<file path="src/rtl/lutram_cfg_ctrl_pkg.sv">
// Shared definitions for the LUTRAM configuration controller.
// Optional readback verification is compiled in with LUTRAM_CFG_VERIFY_EN.
package lutram_cfg_ctrl_pkg;

   localparam int DEF_NUM_LUTS = 8;
   localparam int DEF_K        = 6;

   typedef enum logic [2:0] {
      ST_IDLE,
      ST_LOAD,
      ST_WRITE,
`ifdef LUTRAM_CFG_VERIFY_EN
      ST_VERIFY,
`endif
      ST_DONE
   } state_t;

   // Cycles from the start request through the cfg_done pulse, both inclusive,
   // when cfg_data is offered as soon as the controller asks for it.
   function automatic int cfg_latency(input int num_luts, input int k);
`ifdef LUTRAM_CFG_VERIFY_EN
      return num_luts * ((2 ** k) + 1) + 2 + num_luts * (2 ** k);
`else
      return num_luts * ((2 ** k) + 1) + 2;
`endif
   endfunction

   localparam int CFG_LATENCY = cfg_latency(DEF_NUM_LUTS, DEF_K);

endpackage

</file>
<file path="src/rtl/lutram_cfg_ctrl_if.sv">
// Bus between the configuration source, the controller and the LUTRAM array.
// Readback ports exist only when LUTRAM_CFG_VERIFY_EN is defined.
interface lutram_cfg_ctrl_if
   import lutram_cfg_ctrl_pkg::*;
#(
   parameter int NUM_LUTS = DEF_NUM_LUTS,
   parameter int K        = DEF_K
);

   logic                  start;
   logic [(2**K)-1:0]     cfg_data;
   logic                  cfg_valid;
   logic                  cfg_ready;
   logic [K-1:0]          lut_a;
   logic                  lut_d;
   logic [NUM_LUTS-1:0]   lut_we;
   logic                  busy;
   logic                  cfg_done;
`ifdef LUTRAM_CFG_VERIFY_EN
   logic [K-1:0]          lut_dpra;
   logic [NUM_LUTS-1:0]   lut_dpo;
   logic                  cfg_error;
`endif

`ifdef LUTRAM_CFG_VERIFY_EN
   modport master (
      output start, cfg_data, cfg_valid, lut_dpo,
      input  cfg_ready, lut_a, lut_d, lut_we, busy, cfg_done, lut_dpra, cfg_error
   );

   modport slave (
      input  start, cfg_data, cfg_valid, lut_dpo,
      output cfg_ready, lut_a, lut_d, lut_we, busy, cfg_done, lut_dpra, cfg_error
   );
`else
   modport master (
      output start, cfg_data, cfg_valid,
      input  cfg_ready, lut_a, lut_d, lut_we, busy, cfg_done
   );

   modport slave (
      input  start, cfg_data, cfg_valid,
      output cfg_ready, lut_a, lut_d, lut_we, busy, cfg_done
   );
`endif

endinterface

</file>
<file path="src/rtl/lutram_cfg_addr_cnt.sv">
// K-bit LUTRAM address counter; tc flags the last address so the
// controller knows the next increment wraps back to zero.
module lutram_cfg_addr_cnt
   import lutram_cfg_ctrl_pkg::*;
#(
   parameter int K = DEF_K
) (
   input  logic         clk,
   input  logic         rst,
   input  logic         clear,
   input  logic         enable,
   output logic [K-1:0] addr,
   output logic         tc
);

   // Clear wins over enable so a fresh LUT always starts at address zero.
   always_ff @(posedge clk) begin
      if (rst || clear) begin
         addr <= '0;
      end else if (enable) begin
         addr <= addr + K'(1);
      end
   end

   assign tc = &addr;

endmodule

</file>
<file path="src/rtl/lutram_cfg_ctrl.sv">
// Sequences NUM_LUTS LUTRAMs: takes one truth table per LUT and serialises
// it into 2**K single-bit write strobes. Defining LUTRAM_CFG_VERIFY_EN adds
// a readback pass per LUT that raises a sticky cfg_error on any mismatch.
module lutram_cfg_ctrl
   import lutram_cfg_ctrl_pkg::*;
#(
   parameter int NUM_LUTS = DEF_NUM_LUTS,
   parameter int K        = DEF_K
) (
   input logic              clk,
   input logic              rst,
   lutram_cfg_ctrl_if.slave bus
);

   localparam int DEPTH = 2 ** K;
   localparam int IDX_W = (NUM_LUTS > 1) ? $clog2(NUM_LUTS) : 1;
   localparam logic [IDX_W-1:0] LAST_IDX = IDX_W'(NUM_LUTS - 1);

   state_t             state_q;
   state_t             state_d;
   logic [IDX_W-1:0]   lut_idx_q;
   logic [IDX_W-1:0]   lut_idx_d;
   logic [DEPTH-1:0]   shadow_q;
   logic               load_shadow;
   logic               cnt_clear;
   logic               cnt_en;
   logic [K-1:0]       addr;
   logic               addr_tc;
`ifdef LUTRAM_CFG_VERIFY_EN
   logic               cfg_error_q;
   logic               err_set;
`endif

   lutram_cfg_addr_cnt #(
      .K (K)
   ) u_addr_cnt (
      .clk    (clk),
      .rst    (rst),
      .clear  (cnt_clear),
      .enable (cnt_en),
      .addr   (addr),
      .tc     (addr_tc)
   );

   // State, current LUT index and the captured truth table; reset beats everything.
   always_ff @(posedge clk) begin
      if (rst) begin
         state_q   <= ST_IDLE;
         lut_idx_q <= '0;
         shadow_q  <= '0;
`ifdef LUTRAM_CFG_VERIFY_EN
         cfg_error_q <= 1'b0;
`endif
      end else begin
         state_q   <= state_d;
         lut_idx_q <= lut_idx_d;
         if (load_shadow) begin
            shadow_q <= bus.cfg_data;
         end
`ifdef LUTRAM_CFG_VERIFY_EN
         if (err_set) begin
            cfg_error_q <= 1'b1;
         end
`endif
      end
   end

`ifdef LUTRAM_CFG_VERIFY_EN
   assign bus.cfg_error = cfg_error_q;
`endif

   // Next-state and Moore outputs; every output idles at zero outside its own state.
   always_comb begin
      state_d       = state_q;
      lut_idx_d     = lut_idx_q;
      load_shadow   = 1'b0;
      cnt_clear     = 1'b0;
      cnt_en        = 1'b0;
      bus.cfg_ready = 1'b0;
      bus.lut_a     = '0;
      bus.lut_d     = 1'b0;
      bus.lut_we    = '0;
      bus.busy      = (state_q != ST_IDLE);
      bus.cfg_done  = 1'b0;
`ifdef LUTRAM_CFG_VERIFY_EN
      bus.lut_dpra  = '0;
      err_set       = 1'b0;
`endif

      case (state_q)
         ST_IDLE: begin
            if (bus.start) begin
               lut_idx_d = '0;
               state_d   = ST_LOAD;
            end
         end

         ST_LOAD: begin
            bus.cfg_ready = 1'b1;
            if (bus.cfg_valid) begin
               load_shadow = 1'b1;
               cnt_clear   = 1'b1;
               state_d     = ST_WRITE;
            end
         end

         ST_WRITE: begin
            bus.lut_a  = addr;
            bus.lut_d  = shadow_q[addr];
            bus.lut_we = NUM_LUTS'(1) << lut_idx_q;
            cnt_en     = 1'b1;
            if (addr_tc) begin
`ifdef LUTRAM_CFG_VERIFY_EN
               state_d = ST_VERIFY;
`else
               if (lut_idx_q == LAST_IDX) begin
                  state_d = ST_DONE;
               end else begin
                  lut_idx_d = lut_idx_q + IDX_W'(1);
                  state_d   = ST_LOAD;
               end
`endif
            end
         end

`ifdef LUTRAM_CFG_VERIFY_EN
         ST_VERIFY: begin
            bus.lut_dpra = addr;
            cnt_en       = 1'b1;
            if (bus.lut_dpo[lut_idx_q] != shadow_q[addr]) begin
               err_set = 1'b1;
            end
            if (addr_tc) begin
               if (lut_idx_q == LAST_IDX) begin
                  state_d = ST_DONE;
               end else begin
                  lut_idx_d = lut_idx_q + IDX_W'(1);
                  state_d   = ST_LOAD;
               end
            end
         end
`endif

         ST_DONE: begin
            bus.cfg_done = 1'b1;
            state_d      = ST_IDLE;
         end

         default: begin
            state_d = ST_IDLE;
         end
      endcase
   end

endmodule
</file>
<file path="src/flat_wrapper.sv">
// flat-port wrapper written by rule: the top's interface ports become plain ports
module lutram_cfg_ctrl_flat import lutram_cfg_ctrl_pkg::*;
#(
   parameter int NUM_LUTS = DEF_NUM_LUTS,
   parameter int K        = DEF_K
)
  (clk, rst, bus_start, bus_cfg_data, bus_cfg_valid, bus_cfg_ready, bus_lut_a, bus_lut_d, bus_lut_we, bus_busy, bus_cfg_done);
  lutram_cfg_ctrl_if #(.NUM_LUTS(NUM_LUTS), .K(K)) bus_i ();
  input logic clk;
  input logic rst;
  input wire logic [$bits(bus_i.start)-1:0] bus_start;
  input wire logic [$bits(bus_i.cfg_data)-1:0] bus_cfg_data;
  input wire logic [$bits(bus_i.cfg_valid)-1:0] bus_cfg_valid;
  output wire logic [$bits(bus_i.cfg_ready)-1:0] bus_cfg_ready;
  output wire logic [$bits(bus_i.lut_a)-1:0] bus_lut_a;
  output wire logic [$bits(bus_i.lut_d)-1:0] bus_lut_d;
  output wire logic [$bits(bus_i.lut_we)-1:0] bus_lut_we;
  output wire logic [$bits(bus_i.busy)-1:0] bus_busy;
  output wire logic [$bits(bus_i.cfg_done)-1:0] bus_cfg_done;
  assign bus_i.start = bus_start;
  assign bus_i.cfg_data = bus_cfg_data;
  assign bus_i.cfg_valid = bus_cfg_valid;
  assign bus_cfg_ready = bus_i.cfg_ready;
  assign bus_lut_a = bus_i.lut_a;
  assign bus_lut_d = bus_i.lut_d;
  assign bus_lut_we = bus_i.lut_we;
  assign bus_busy = bus_i.busy;
  assign bus_cfg_done = bus_i.cfg_done;
  lutram_cfg_ctrl #(.NUM_LUTS(NUM_LUTS), .K(K)) u_core (.clk(clk), .rst(rst), .bus(bus_i));
endmodule
</file>
<file path="config.mk">
export PLATFORM = sky130hd
export DESIGN_NAME = lutram_cfg_ctrl_flat
export DESIGN_NICKNAME = d
export VERILOG_FILES = /design/src/rtl/lutram_cfg_ctrl_pkg.sv /design/src/rtl/lutram_cfg_ctrl_if.sv /design/src/rtl/lutram_cfg_addr_cnt.sv /design/src/rtl/lutram_cfg_ctrl.sv /design/src/flat_wrapper.sv
export SDC_FILE = /design/constraint.sdc
export NUM_CORES = 1
export LEC_CHECK = 0
export BUFFER_PORTS_ARGS = -buffer_cell sky130_fd_sc_hd__buf_2
export CAP_MARGIN = 20
export CORE_UTILIZATION = 50
export DETAILED_ROUTE_END_ITERATION = 7
export GPL_ROUTABILITY_DRIVEN = 0
export PLACE_DENSITY = 0.78
export SLEW_MARGIN = 20
export SYNTH_ARGS = -nofsm -noshare
export SYNTH_HDL_FRONTEND = slang
export SYNTH_SLANG_ARGS = --single-unit
</file>
<file path="constraint.sdc">
create_clock -name clk -period 5.66 [get_ports clk]
set_input_delay 0.566 -clock clk [delete_from_list [all_inputs] [get_ports clk]]
set_output_delay 0.566 -clock clk [all_outputs]
set_load 0.005 [all_outputs]
</file>
Word level (Yosys, flattened, before mapping)
Index checks and enable logic that the tools add are counted.
{"block": "totals", "output_inout_bits": 18, "inputBits": 68, "word_cells": 42, "register_bits": 76}
{"block": "op_classes", "n_shift": 1, "reduce_logical": 7, "n_addsub": 2, "magnitude_cmp": 1, "muxes": 19, "eq_ne": 8}
{"op": "$mux W3", "n": 6}
{"op": "$pmux W3 S3", "n": 1}
{"op": "$mux W8", "n": 1}
{"op": "$shl A1 B3 Y8 const A", "n": 1}
{"op": "$lt A6 B7 Y1 const B", "n": 1}
{"op": "$mux W1", "n": 7}
{"op": "$add A6 B1 Y6 const B", "n": 1}
{"op": "$bmux W1 S6", "n": 1}
{"op": "$eq A3 B2 Y1 const B", "n": 2}
{"op": "$mux W6", "n": 1}
{"op": "$ne A2 B2 Y1 const B", "n": 3}
{"op": "$pmux W3 S2", "n": 1}
{"op": "$reduce_and A6 Y1", "n": 1}
{"op": "$reduce_and A4 Y1", "n": 1}
{"op": "$add A3 B1 Y3 const B", "n": 1}
{"op": "$eq A3 B1 Y1 const B", "n": 1}
{"op": "$eq A3 B3 Y1 const B", "n": 1}
{"op": "$logic_not A3 Y1", "n": 1}
{"op": "$reduce_and A3 Y1", "n": 1}
{"op": "$reduce_bool A3 Y1", "n": 1}
{"op": "$mux W2", "n": 1}
{"op": "$ne A2 B1 Y1 const B", "n": 1}
{"op": "$reduce_bool A2 Y1", "n": 1}
{"op": "$logic_or A1 B1 Y1", "n": 1}

Longest topological paths before layout
{"block": "logic_depth", "depth_word": 4, "depth_mapped": 7, "mapped_depth_nobuf": 6}

Modules after synthesis
Synthesis repeated with hierarchy kept, for this count alone.
{"block": "unflattened", "hier_cells": 415, "area_unflattened_um2": 3455.8}
{"module": "lutram_cfg_ctrl", "seq_area_each_um2": 1381.3, "instances": 1, "area_each_um2": 3194.3, "cells_per_inst": 386}
{"module": "lutram_cfg_addr_cnt", "seq_area_each_um2": 120.1, "instances": 1, "area_each_um2": 261.5, "cells_per_inst": 29}

Least setup slack after synthesis
Ideal clock, no wire load.
{"block": "synth_timing", "path_type": "reg-to-output", "startpoint": "register u_core.u_addr_cnt.addr[1]", "endpoint": "output port bus_lut_d", "path_buffers": 2, "t_required_ps": 5094, "slack_ps": 3297, "arrival_time_ps": 1797, "path_stages_with_launch": 8, "cell_sequence": "dfxtp_1 > buf_2 > clkbuf_1 > mux4_1 > mux2i_1 > mux2i_1 > mux2_2 > a22o_1"}
{"block": "synth_via", "elab_chain_len": 3}
{"item": "start: declaration", "line_no": "lutram_cfg_addr_cnt.sv:12", "text": "output logic [K-1:0] addr,"}
{"item": "start signal: assignment", "line_no": "lutram_cfg_addr_cnt.sv:21", "text": "addr <= addr + K'(1);"}
{"item": "$bmux W1 S6", "line_no": "lutram_cfg_ctrl.sv:109", "text": "bus.lut_d = shadow_q[addr];"}
{"item": "$mux W1 (implied by the code)", "line_no": "lutram_cfg_ctrl.sv:109"}
{"item": "$mux W1", "line_no": "lutram_cfg_ctrl.sv:90", "text": "case (state_q)"}
{"item": "end: declaration", "line_no": "flat_wrapper.sv:16", "text": "output wire logic [$bits(bus_i.lut_d)-1:0] bus_lut_d;"}
Every way passes these cells. The select of a mux whose other input is x is not followed.

Worst setup path after layout
{"block": "layout_timing", "startpoint": "register u_core.u_addr_cnt.addr[0]", "endpoint": "output port bus_lut_d"}
Same word-level chain as after synthesis.

==> impl_metrics.env <==
export IMPL_final_cell_area_um2=4090
export IMPL_crit_fanout=17
export IMPL_setup_violations=0
export IMPL_worst_pin_slew_ns=0.913
export IMPL_fmax_ghz=0.299
export IMPL_synth_async_reset_ratio_pct=0
export IMPL_rows=29
export IMPL_h_tree_depth=3
export IMPL_grt_use_total_pct=22.6
export IMPL_syn_cell_area_um2=3470
export IMPL_die_h_um=85.3
export IMPL_cp_cell_sequence="mux4_1 -> mux2i_1 -> mux2i_1 -> mux2_2 -> a22o_1 -> buf_2"
export IMPL_clock_latency_ns=0.35
export IMPL_synth_edf_count=0
export IMPL_rsz0062_at_grt="false"
export IMPL_status="finished clean"
export IMPL_leakage_uw=0.00167
export IMPL_cts_resized=0
export IMPL_syn_area_per_cell_um2=8.63
export IMPL_die_area_um2=7280
export IMPL_start_util_pct=53.1
export IMPL_ys_warn_count=0
export IMPL_cpPeakStageDelay_ns=0.87
export IMPL_antenna_left=0
export IMPL_synth_top_cell_by_area="dfxtp_1"
export IMPL_fillers=581
export IMPL_clock_skew_ns=0.00366
export IMPL_cp_end_kind="output port"
export IMPL_fin_tns_setup_ns=0
export IMPL_insertedDiodeCount=0
export IMPL_power_density_nw_per_um2=275
export IMPL_slowest_stage="dfxtp_1"
export IMPL_cts_sinks=75
export IMPL_placed_area_um2=3870
export IMPL_synthCells=402
export IMPL_grt_pass1_wl_mm=12.9
export IMPL_firstDrtPassIters=4
export IMPL_hold_buffers=0
export IMPL_port_buffers=85
export IMPL_crit_arrival_ns=2.78
export IMPL_hold_viol_final=0
export IMPL_antenna_found_initial=0
export IMPL_cts_root_buf="clkbuf_8"
export IMPL_clk_path_buf_depth=2
export IMPL_grt_max_degree=71
export IMPL_hold_path_class="in -> reg"
export IMPL_required_ns=5.09
export IMPL_post_cts_setup_buffer_count=0
export IMPL_nets=543
export IMPL_final_max_slew_viol_count=0
export IMPL_drive_gt1_share_pct=23.5
export IMPL_cts_tree="done"
export IMPL_die_x_um=85.3
export IMPL_timing_critical_path_mode_cell="mux2i_1"
export IMPL_synth_seq_cells=75
export IMPL_drv_cap=0
export IMPL_fin_crit_ns=3.35
export IMPL_fp_coreArea_um2=6530
export IMPL_ir_drop_mv=0.116
export IMPL_yosysMostFrequentCell="nand2_1"
export IMPL_dr_first_iter_drc_count=149
export IMPL_synth_top_cell_area_share_pct=43.3
export IMPL_dp_hpwl_mm=5.28
export IMPL_vias=2943
export IMPL_syn_to_final_growth_pct=18.0
export IMPL_period_share_pct=59.2
export IMPL_critPathLaunchType="flop"
export IMPL_relSlewSlack_pct=39.0
export IMPL_wirelength_mm=7.75
export IMPL_critPathKind="reg -> out"
export IMPL_top_level_ports=86
export IMPL_grt_pass1_vias=2827
export IMPL_syn_nets=477
export IMPL_avgViaCountPerCell=5.35
export IMPL_ys_seq_area_share_pct=43.3
export IMPL_fin_util_pct=62.7
export IMPL_synthTopCellsByArea="dfxtp_1 (43%), nand2_1 (15%), a21oi_1 (9.9%)"
export IMPL_cts_buffers=9
export IMPL_wl_per_cell_um=14.1
export IMPL_yosys_top_cells_count="nand2_1 (135), dfxtp_1 (75), a21oi_1 (69), clkbuf_1 (25)"
export IMPL_grt_overflow_total=0
export IMPL_path_clk_slew_ns=0.08
export IMPL_synth_cell_types=30
export IMPL_synth_ff_type="dfxtp_1"
export IMPL_post_route_drc_count=0
## registers in the layout, summed over array words and instances, names as in the netlist
signal / cells
u_core.shadow_q: 64
u_core.u_addr_cnt.addr: 6
u_core.lut_idx_q: 3
u_core.state_q: 2
## cells by family after synthesis
logic type / after synthesis / share of synthesized area (%)
buffers and inverters: 35 / 4.87
AOI/OAI and AO/OA: 74 / 10.9
xor gates and xnor gates: 4 / 1.01
adders and majority gates: 7 / 2.52
DFF: 75 / 43.3
and+or+nand+nor: 176 / 21.3
muxes: 31 / 16.1
## worst max-delay path, delay by kind of cell, from the launching register on
| kind | cells | cell delay, ns |
|---|---|---|
| AO/OA/AOI/OAI | 1 | 0.22 |
| buffers and inverters | 1 | 0.13 |
| flip-flops | 1 | 0.87 |
| multiplexers | 4 | 1.21 |
## placed cells by master, fill, tap and decap left out, drive strengths merged
master | Yosys | final
a21oi | 69 | 69
a22o | 1 | 1
and2 | 10 | 10
and3 | 7 | 7
buf | 6 | 87
bufinv | 0 | 2
clkbuf | 26 | 12
clkinv | 0 | 2
dfxtp | 75 | 75
ha | 7 | 7
inv | 3 | 3
mux2 | 3 | 3
mux2i | 12 | 12
mux4 | 16 | 16
nand2 | 135 | 135
nand2b | 3 | 3
nand3 | 3 | 3
nand4bb | 1 | 1
nor2 | 8 | 8
nor2b | 4 | 4
nor3 | 3 | 3
o21ai | 3 | 3
o22a | 1 | 1
or2 | 1 | 1
or3 | 1 | 1
xnor2 | 1 | 1
xor2 | 3 | 3
## where the power goes
part | internal (uW) | switching [uW] | leakage [uW] | total, uW
logic | 49.8 | 53.3 | 0.000953 | 103
registers | 549 | 16.8 | 0.000609 | 565
clock network | 261 | 196 | 0.000111 | 457
## worst paths after layout
path | from | to | slack, ns | depth (start not counted)
hold reg to reg | u_core.shadow_q[3] | u_core.shadow_q[3] | 0.46 | 2
setup reg to reg | u_core.u_addr_cnt.addr[0] | u_core.lut_idx_q[1] | 3.34 | 6
hold / removal | bus_cfg_data[13] | u_core.shadow_q[13] | 0.44 | 3
setup / recovery | u_core.u_addr_cnt.addr[0] | bus_lut_d | 2.31 | 6
## metal layers
metal	GRT usage [%]	wire, um
met1	28.1	3420
met2	38.0	3780
met5	0	0
met4	11.2	174
met3	4.09	381
## per-stage QoR
| stage | hold WS, ns | instances | worst slack (ns) | total power [uW] |
|---|---|---|---|---|
| after floorplan | 0.432 | 402 | 3.30 | 639 |
| after global placement | 0.442 | 533 | 2.78 | 674 |
| after detailed placement | 0.449 | 534 | 2.71 | 680 |
| after CTS | 0.442 | 550 | 2.33 | 1130 |
| after global routing | 0.438 | 550 | 2.23 | 1170 |
| final | 0.444 | 550 | 2.31 | 1130 |
## area by class of cell
class / count / area, um^2 / area share [%]
Clock buffer: 12 / 145 / 3.55
Inverter: 3 / 11.3 / 0.275
Clock inverter: 4 / 73.8 / 1.80
Timing Repair Buffer: 87 / 460 / 11.2
Sequential cell: 75 / 1500 / 36.7
Tap cell: 77 / 96.3 / 2.35
Multi-Input combinational cell: 292 / 1810 / 44.1
No activity file was read; power rests on OpenSTA's default activity.
